**src/rtl/game_pkg.sv**
```systemverilog
// game_pkg: shared game encodings and timing defaults
// Player state encodings, player health/timer defaults and enemy controller timing constants.
package game_pkg;
  typedef enum logic [2:0] {
    PS_IDLE  = 3'b001,
    PS_ALIVE = 3'b010,
    PS_HIT   = 3'b100,
    PS_DEAD  = 3'b111
  } player_state_t;
  localparam int DEF_MAX_HEALTH   = 4;
  localparam int DEF_INVULN_TICKS = 100;
  localparam int DEF_REGEN_TICKS  = 300;
  localparam int ENEMY_MOVE_TICKS      = 20;
  localparam int ENEMY_ATTACK_COOLDOWN = 50;
endpackage

```
**src/rtl/player_health_controller_if.sv**
```systemverilog
// player_health_controller_if: enemy attack input and player status bundle
// master: game side driving tick/start/enemy_attack and observing status
// slave:  player_health_controller
interface player_health_controller_if;
  logic       tick;
  logic       start;
  logic       enemy_attack;
  logic [2:0] player_state;
  logic [2:0] player_health;
  logic       damage_flash;
  logic       game_over;
  logic       hit_pulse;
  logic [7:0] hits_taken;
  modport master (
    output tick, start, enemy_attack,
    input  player_state, player_health, damage_flash, game_over, hit_pulse, hits_taken
  );
  modport slave (
    input  tick, start, enemy_attack,
    output player_state, player_health, damage_flash, game_over, hit_pulse, hits_taken
  );
endinterface

```
**src/rtl/player_health_controller_tick.sv**
```systemverilog
// tick_timer: tick-enabled up counter with clear and terminal-count flag
// clk, rst_n (async active-low); en: count one step; clr: return to 0 (wins over en);
// tc: count equals TERM
module tick_timer #(
  parameter int TERM = 1
) (
  input  logic clk,
  input  logic rst_n,
  input  logic en,
  input  logic clr,
  output logic tc
);
  localparam int W = $clog2(TERM + 1);
  logic [W-1:0] cnt;
  always_ff @(posedge clk or negedge rst_n)
    if (!rst_n) cnt <= '0;
    else if (clr) cnt <= '0;
    else if (en) cnt <= cnt + 1'b1;
  assign tc = cnt == W'(TERM);
endmodule

```
**src/rtl/player_health_controller.sv**
```systemverilog
// player_health_controller: player health, invulnerability window and game-over tracking
// Ports: clk, rst_n (async active-low), bus (player_health_controller_if.slave:
//  tick/start/enemy_attack in; player_state/player_health/damage_flash/game_over/
//  hit_pulse/hits_taken out). Optional health regeneration: define PLAYER_REGEN_EN.
module player_health_controller
  import game_pkg::*;
#(
  parameter int MAX_HEALTH   = DEF_MAX_HEALTH,
  parameter int INVULN_TICKS = DEF_INVULN_TICKS,
  parameter int REGEN_TICKS  = DEF_REGEN_TICKS
) (
  input logic clk,
  input logic rst_n,
  player_health_controller_if.slave bus
);
  localparam logic [2:0] MAXH = 3'(MAX_HEALTH);
  if (MAX_HEALTH < 1 || MAX_HEALTH > 7 || INVULN_TICKS < 1 || REGEN_TICKS < 1) begin : g_bad_cfg
    $error("player_health_controller: invalid parameters");
  end
  player_state_t state, nxt;
  logic [2:0] health, nhealth;
  logic [7:0] hits, nhits;
  logic hp, nhp, inv_tc, regen;
  // inv timer runs only while HIT and is zeroed on every tick that does not stay in HIT
  tick_timer #(.TERM(INVULN_TICKS - 1)) u_inv (
    .clk(clk),
    .rst_n(rst_n),
    .en(bus.tick & (state == PS_HIT)),
    .clr(bus.tick & (nxt != PS_HIT)),
    .tc(inv_tc)
  );
`ifdef PLAYER_REGEN_EN
  logic regen_tc;
  // regen timer measures uninterrupted ALIVE ticks below full health
  tick_timer #(.TERM(REGEN_TICKS - 1)) u_regen (
    .clk(clk),
    .rst_n(rst_n),
    .en(bus.tick & (state == PS_ALIVE)),
    .clr(bus.tick & ((state != PS_ALIVE) | bus.enemy_attack | (health == MAXH) | regen_tc)),
    .tc(regen_tc)
  );
  assign regen = regen_tc & (health < MAXH) & ~bus.enemy_attack & (state == PS_ALIVE);
`else
  assign regen = 1'b0;
`endif
  always_comb begin
    nxt = state;
    nhealth = health;
    nhits = hits;
    nhp = 1'b0;
    if (bus.tick)
      case (state)
        PS_IDLE, PS_DEAD:
          if (bus.start) begin
            nxt = PS_ALIVE;
            nhealth = MAXH;
            nhits = '0;
          end
        PS_ALIVE:
          if (bus.enemy_attack) begin
            nhealth = (health == 3'd0) ? 3'd0 : health - 3'd1;
            nhits = (hits == 8'hff) ? hits : hits + 8'd1;
            nhp = 1'b1;
            nxt = (nhealth == 3'd0) ? PS_DEAD : PS_HIT;
          end else if (regen) nhealth = health + 3'd1;
        PS_HIT: if (inv_tc) nxt = PS_ALIVE;
        default: nxt = PS_IDLE;
      endcase
  end
  always_ff @(posedge clk or negedge rst_n)
    if (!rst_n) begin
      state <= PS_IDLE;
      health <= '0;
      hits <= '0;
      hp <= 1'b0;
    end else begin
      state <= nxt;
      health <= nhealth;
      hits <= nhits;
      hp <= nhp;
    end
  assign bus.player_state = state;
  assign bus.player_health = health;
  assign bus.damage_flash = state == PS_HIT;
  assign bus.game_over = state == PS_DEAD;
  assign bus.hit_pulse = hp;
  assign bus.hits_taken = hits;
endmodule

```
**src/flat_wrapper.sv**
```systemverilog
// flat-port wrapper written by rule: the top's interface ports become plain ports
module player_health_controller_flat import game_pkg::*;
#(
  parameter int MAX_HEALTH   = DEF_MAX_HEALTH,
  parameter int INVULN_TICKS = DEF_INVULN_TICKS,
  parameter int REGEN_TICKS  = DEF_REGEN_TICKS
)
  (clk, rst_n, bus_tick, bus_start, bus_enemy_attack, bus_player_state, bus_player_health, bus_damage_flash, bus_game_over, bus_hit_pulse, bus_hits_taken);
  player_health_controller_if bus_i ();
  input logic clk;
  input logic rst_n;
  input wire logic [$bits(bus_i.tick)-1:0] bus_tick;
  input wire logic [$bits(bus_i.start)-1:0] bus_start;
  input wire logic [$bits(bus_i.enemy_attack)-1:0] bus_enemy_attack;
  output wire logic [$bits(bus_i.player_state)-1:0] bus_player_state;
  output wire logic [$bits(bus_i.player_health)-1:0] bus_player_health;
  output wire logic [$bits(bus_i.damage_flash)-1:0] bus_damage_flash;
  output wire logic [$bits(bus_i.game_over)-1:0] bus_game_over;
  output wire logic [$bits(bus_i.hit_pulse)-1:0] bus_hit_pulse;
  output wire logic [$bits(bus_i.hits_taken)-1:0] bus_hits_taken;
  assign bus_i.tick = bus_tick;
  assign bus_i.start = bus_start;
  assign bus_i.enemy_attack = bus_enemy_attack;
  assign bus_player_state = bus_i.player_state;
  assign bus_player_health = bus_i.player_health;
  assign bus_damage_flash = bus_i.damage_flash;
  assign bus_game_over = bus_i.game_over;
  assign bus_hit_pulse = bus_i.hit_pulse;
  assign bus_hits_taken = bus_i.hits_taken;
  player_health_controller #(.MAX_HEALTH(MAX_HEALTH), .INVULN_TICKS(INVULN_TICKS), .REGEN_TICKS(REGEN_TICKS)) u_core (.clk(clk), .rst_n(rst_n), .bus(bus_i));
endmodule
```
**config.mk**
```make
export PLATFORM = sky130hd
export DESIGN_NAME = player_health_controller_flat
export DESIGN_NICKNAME = d
export VERILOG_FILES = /design/src/rtl/game_pkg.sv /design/src/rtl/player_health_controller_if.sv /design/src/rtl/player_health_controller_tick.sv /design/src/rtl/player_health_controller.sv /design/src/flat_wrapper.sv
export SDC_FILE = /design/constraint.sdc
export NUM_CORES = 1
export LEC_CHECK = 0
export ABC_AREA = 1
export BUFFER_PORTS_ARGS = -buffer_cell sky130_fd_sc_hd__buf_2
export CAP_MARGIN = 20
export CELL_PAD_IN_SITES_DETAIL_PLACEMENT = 1
export CELL_PAD_IN_SITES_GLOBAL_PLACEMENT = 2
export CORE_ASPECT_RATIO = 0.5
export CORE_MARGIN = 8
export CORE_UTILIZATION = 29
export CTS_CLUSTER_SIZE = 14
export DETAILED_ROUTE_END_ITERATION = 16
export GPL_ROUTABILITY_DRIVEN = 0
export PLACE_DENSITY = 0.74
export SETUP_SLACK_MARGIN = 0.02
export SLEW_MARGIN = 20
export SYNTH_ARGS = -nofsm -noshare
export SYNTH_HDL_FRONTEND = slang
export SYNTH_SLANG_ARGS = --single-unit
```
**constraint.sdc**
```tcl
create_clock -name clk -period 1.5 [get_ports clk]
set_clock_uncertainty 0.15 [all_clocks]
set_input_delay 0.225 -clock clk [delete_from_list [all_inputs] [get_ports clk]]
set_output_delay 0.225 -clock clk [all_outputs]
set_load 0.01 [all_outputs]
```
==> results.cfg, run 1 <==
[synth]
synth_cells = 170
yosys_warnings = 0
synth_edf_count = 0
synth_fp_nets = 177
syn_avg_cell_area_um2 = 7.88
synth_cell_types = 29
synth_top_area_share_pct = 39.3
synthArstFlopShare_pct = 100
yosysTopAreaCell = dfrtp_1
yosysSeqAreaShare_pct = 41.2
synth_area_leaders = dfrtp_1 (39%), nand2_1 (13%), xor2_1 (4.6%)
synth_area_um2 = 1340
yosys_register_bits = 22
synth-main-ff-cell = dfrtp_1

[status]
status = finished with violations
violations = setup timing

[floorplanning]
initial_core_util_pct = 30.3
die_y_um = 64.0
chipWidth_um = 112
dieArea_um2 = 7180
coreArea_um2 = 4420
io_pins = 22
row_count = 17

[clocking]
clock-root-buffer = clkbuf_8
cts_max_level = 1
cts_inserted_buffers = 3
clk_latency_ns = 0.26
clock_path_buffers = 2
path_clk_slew_ns = 0.08
cts_tree = done
clock_sinks = 22

[critical_path]
crit_type = flop to output port
reg2reg_slack_ns = -0.22
critical_path.max_fanout = 6
cp-end-kind = output port
required_ns = 1.12
worst_setup_path_start_kind = flop
worstSetupStartpoint = u_core.bus.player_state[0]
r2r-end = u_core.bus.hits_taken[2]
cp-endpoint = bus_game_over
r2r_cells = 9
cp.arrival_ns = 1.35
reg2reg_from = u_core.bus.player_state[0]

[min_path]
hp-class = primary input to flop
hold_path_startpoint = bus_tick

[sta]
hold_viol_final = 0
tightest_slew_ns = 0.572
setup_violations = 22
fin_crit_ns = 1.72
rsz0062_at_grt = true
postLayoutSetupSlackWorst_ns = -0.225
timing.setup.tns_ns = -3.27
maxSlewViolCount = 0
relSlewSlack_pct = 61.9
fmax_mhz = 580
period_share_pct = 115

[detailed_routing]
wl_met1_mm = 1.78
drt_iter0_drc = 41
via_per_inst = 4.58
wl_met3_um = 127
wire_per_inst_um = 13.8
dr.pass1.iters = 4
routed_wl_mm = 4.19
drc = 0
vias = 1392
highest_layer = met4
wl_met2_mm = 2.26
antenna_left = 0

[place]
numPortBuffers = 21
place_area_um2 = 1850
dp_hpwl_mm = 2.95
placed_cells = 285

[pwr]
irDropWorstVdd_v = 0.000430
leakagePower_uw = 0.00110
power_density_nw_per_um2 = 1320

[global_routing]
grt_pass1_vias = 1442
grt_pass1_wl_mm = 6.80
grtUsageTotal_pct = 11.3
antenna_found_initial = 0
grt_overflow_total = 0
grt_max_degree = 23

[layout]
final_nets = 255
drive_gt1_share_pct = 55.5
diodes = 0
area_growth_pct = 61.2
final_core_util_pct = 48.8
finalInstanceArea_um2 = 2160
fin_cells = 304

[run]
drv_cap = 0
[registers in the layout (all words and copies together), names as in the netlist]
name and count:
u_core.bus.hit_pulse 1, u_core.bus.player_health 3, u_core.u_inv.cnt 7, u_core.bus.hits_taken 8
u_core.bus.player_state 3
[layer usage]
metal / vias up / track usage [%]
li1: 690 / -
met1: 686 / 12.7
met2: 14 / 21.5
met3: 2 / 3.00
met4: 0 / 2.00
met5: - / 0
[placed cells by master, fill, tap and decap left out, types with 6 or more instances in the layout]
cell type,n
buf_2,19
buf_4,45
buf_6,8
dfrtp_1,19
inv_1,12
inv_2,9
nand2_1,35
nand2_2,13
nor2_1,9
nor2_2,7
o21ai_1,6
xor2_1,7
[worst max-delay path, cell delays in order, from the launching register on]
cell and delay [ns]:
dfstp_2 0.63, nand3_1 0.14, buf_4 0.15, inv_1 0.05
buf_2 0.12
[Yosys cell counts (3+ instances only)]
| cell type | instances |
|---|---|
| nand4_1 | 4 |
| nand2_2 | 3 |
| dfrtp_1 | 21 |
| inv_2 | 7 |
| xor2_1 | 7 |
| inv_1 | 14 |
| nand2_1 | 48 |
| xnor2_1 | 3 |
| nor2_1 | 12 |
| a21oi_1 | 3 |
| nor2_2 | 8 |
| o21ai_0 | 5 |
| o21ai_1 | 6 |
| nand3_1 | 9 |
[per-stage QoR]
| stage | hold WS [ns] | worst slack [ns] | total power, µW |
|---|---|---|---|
| after detailed placement | 0.0994 | -0.194 | 2070 |
| after CTS | 0.127 | -0.185 | 2630 |
| after global placement | 0.0942 | -0.173 | 2050 |
| after global routing | 0.119 | -0.316 | 3060 |
| after floorplan | -0.221 | -0.130 | 1480 |
| final | 0.123 | -0.225 | 2850 |
[kinds of logic (layout without fill, tap and decap cells)]
| logic type | count (synthesis) | count (layout) | share of synthesized area (%) |
|---|---|---|---|
| adder cells (fa/ha/maj) | 2 | 2 | 1.87 |
| AND/OR/NAND/NOR | 92 | 92 | 34.5 |
| flip-flops | 22 | 22 | 41.2 |
| AO/OA/AOI/OAI | 20 | 20 | 8.69 |
| buffers and inverters | 24 | 101 | 7.20 |
| XOR/XNOR | 10 | 10 | 6.54 |
[where the power goes]
group	total, µW	leakage [µW]	switching, µW	internal (µW)
Clock	383	0.0000228	194	190
Sequential	825	0.000296	124	701
Combinational	1640	0.000785	879	764
[how the worst min path moves through the flow]
stage	slack, ns	to	depth (start not counted)
2_1_floorplan	-0.22	u_core.bus.hit_pulse	0
3_3_place_gp	0.09	u_core.u_inv.cnt[4]	1
3_5_place_dp	0.1	u_core.u_inv.cnt[4]	1
4_1_cts	0.13	u_core.bus.player_state[1]	2
5_1_grt	0.12	u_core.bus.player_state[1]	2
6_report	0.12	u_core.bus.player_state[1]	2
[final cells by class]
type,instances,area (µm²)
tap,57,71.3
inverter,23,98.8
clock buffer,4,45.0
timing repair inverter,1,3.75
timing repair buffer,73,533
fill,534,2270
sequential,22,554
multi-input combinational,124,852
[what timing repair did]
| action | CTS | global route |
|---|---|---|
| buffers inserted | 10 | 5 |
| endpoints found under the hold margin | 21 | 0 |
| resized for setup | 20 | 26 |
| pin swaps | 10 | 16 |
| cloned | 1 | 0 |
| hold buffers | 1 | 0 |
| endpoints found under the setup margin | 22 | 24 |
(Power assumes the default switching activity.)
==> run 2, diff against run 1 <==
Settings changed: CORE_ASPECT_RATIO 0.5 to not set.
Clock period 1.5 ns to 1.49 ns, I/O delays scaled along.
==> run 2 against run 1 <==
  * The flow still finishes with violations (setup timing)
  * Global-route usage is 0.81 points higher
  * Cell count decreased by 0.33%
  * Count of clock-buffer cells in the layout unchanged
  * Utilization is 2.4 points higher
  * Sequential share of layout area is 1.2 points lower
  * Combinational power grew 13%
  * Clock power rose by 18%
  * Final area increased by 4.8%
  * Critical path type is now flop to flop
  * Largest cell class unchanged
  * Largest power group unchanged
==> results.cfg, run 2 (synthesized netlist as in run 1, its figures left out) <==
[global_routing]
grt_overflow_total = 0
grtUsageTotal_pct = 12.1
grt_max_degree = 23
grt_pass1_wl_mm = 7.22
grt_pass1_vias = 1572
antenna_found_initial = 0

[critical_path]
r2r-end = u_core.bus.hits_taken[4]
r2r_cells = 10
critical_path.max_fanout = 7
reg2reg_from = u_core.bus.player_state[2]
crit_type = flop to flop
cp-end-kind = flop
worst_setup_path_start_kind = flop
required_ns = 1.51
cp.arrival_ns = 1.74
reg2reg_slack_ns = -0.23

[pwr]
irDropWorstVdd_v = 0.000634
power_density_nw_per_um2 = 1390
leakagePower_uw = 0.00115

[layout]
layout_common_cells = buf_4 (44), nand2_1 (30), dfrtp_1 (19)
fillers = 520
final_nets = 259
diodes = 0
largest_reg_flops = 8
area_growth_pct = 68.9
final_common_cell = buf_4
drive_gt1_share_pct = 60.2

[run]
drv_cap = 0

[sta]
tightest_slew_ns = 0.526
fmax_mhz = 583
setup_violations = 22
timing.hold.ws_ns = 0.157
fin_crit_ns = 1.72
rsz0062_at_grt = true
hold_viol_final = 0
period_share_pct = 115
postLayoutSetupSlackWorst_ns = -0.227
timing.setup.tns_ns = -3.68
relSlewSlack_pct = 65.0
maxSlewViolCount = 0

[floorplanning]
io_pins = 22
coreArea_um2 = 4410
initial_core_util_pct = 30.3
row_count = 24
chipWidth_um = 83.9
die_y_um = 83.9
dieArea_um2 = 7050

[clocking]
clk_latency_ns = 0.27
cts_max_level = 1
path_clk_slew_ns = 0.09
cts_inserted_buffers = 3
cts_tree = done
clock_sinks = 22
clock_path_buffers = 2
clock-root-buffer = clkbuf_8

[detailed_routing]
antenna_left = 0
wire_per_inst_um = 14.6
vias = 1418
via_per_inst = 4.68
routed_wl_mm = 4.42
drc = 0
drt_iter0_drc = 49
dr.pass1.iters = 4

[place]
dp_slack_ns = -0.217
numPortBuffers = 21
dp_hpwl_mm = 3.08

[min_path]
hold_path_startpoint = bus_tick
hp-class = primary input to flop
hold_end = u_core.bus.player_state[1]
whs_path_depth = 2

[status]
status = finished with violations
violations = setup timing
==> run 2: changes by cell type in the layout (fill, tap and decap cells not counted), sizes merged <==
cell / delta
buf: +4
==> run 2: timing repair <==
action / CTS / global route
resized for setup: 27 / 37
pin swaps: 9 / 15
setup buffers: 13 / 7
hold endpoints to repair: 21 / 0
hold buffers: 1 / 0
setup endpoints to repair: 22 / 26
gates cloned: 1 / 0
==> run 2: stage by stage <==
stage | power (µW) | util (%) | cell area, µm² | cells
6_report | 3140 | 51.2 | 2260 | 303
4_1_cts | 2880 | 47.4 | 2090 | 298
5_1_grt | 3330 | 51.2 | 2260 | 303
2_1_floorplan | 1490 | - | 1390 | 170
3_3_place_gp | 2040 | 41.8 | 1850 | 279
3_5_place_dp | 2100 | 41.8 | 1850 | 279
==> run 2: power breakdown <==
part / internal (µW) / leakage (µW) / switching, µW / total, µW
combinational: 860 / 0.000829 / 995 / 1850
sequential: 706 / 0.000296 / 123 / 829
clock: 236 / 0.0000288 / 216 / 451
total: 1800 / 0.00115 / 1330 / 3140
==> run 2: per-layer routing <==
| layer | share of wire (%) | track usage (%) |
|---|---|---|
| met2 | 54 | 22.0 |
| met4 | 1.3 | 4.24 |
| met3 | 2.1 | 2.15 |
| met1 | 42 | 13.8 |
| met5 | 0 | 0 |
==> run 2: area by class of cell <==
class / count / area (µm²) / share of cell area [%]
multi-input combinational: 124 / 881 / 39.0
inverter: 23 / 96.3 / 4.26
clock buffer: 4 / 55.1 / 2.43
timing repair buffer: 77 / 603 / 26.7
timing repair inverter: 1 / 6.26 / 0.277
sequential: 22 / 554 / 24.5
tap: 52 / 65.1 / 2.88
==> run 2: critical path, cell delays in order (launching register included) <==
cell	delay, ns
dfrtp_2	0.46
inv_2	0.10
nand2_4	0.08
nor2_4	0.13
buf_4	0.13
nand2_2	0.04
nand2_2	0.07
nand3_4	0.17
buf_12	0.19
nand2_2	0.05
nand2_1	0.05
==> run 2: how the worst max path moves through the flow <==
stage	startpoint	endpoint	cells after the start
finish	u_core.bus.player_state[2]	u_core.bus.hits_taken[4]	10
global route	u_core.bus.player_state[1]	u_core.u_inv.cnt[2]	11
CTS	u_core.bus.hits_taken[0]	u_core.bus.hits_taken[3]	12
detailed placement	u_core.bus.player_state[0]	u_core.u_inv.cnt[1]	8
global placement	u_core.bus.player_state[0]	u_core.u_inv.cnt[1]	8
floorplan	u_core.bus.hits_taken[0]	u_core.bus.hits_taken[2]	12
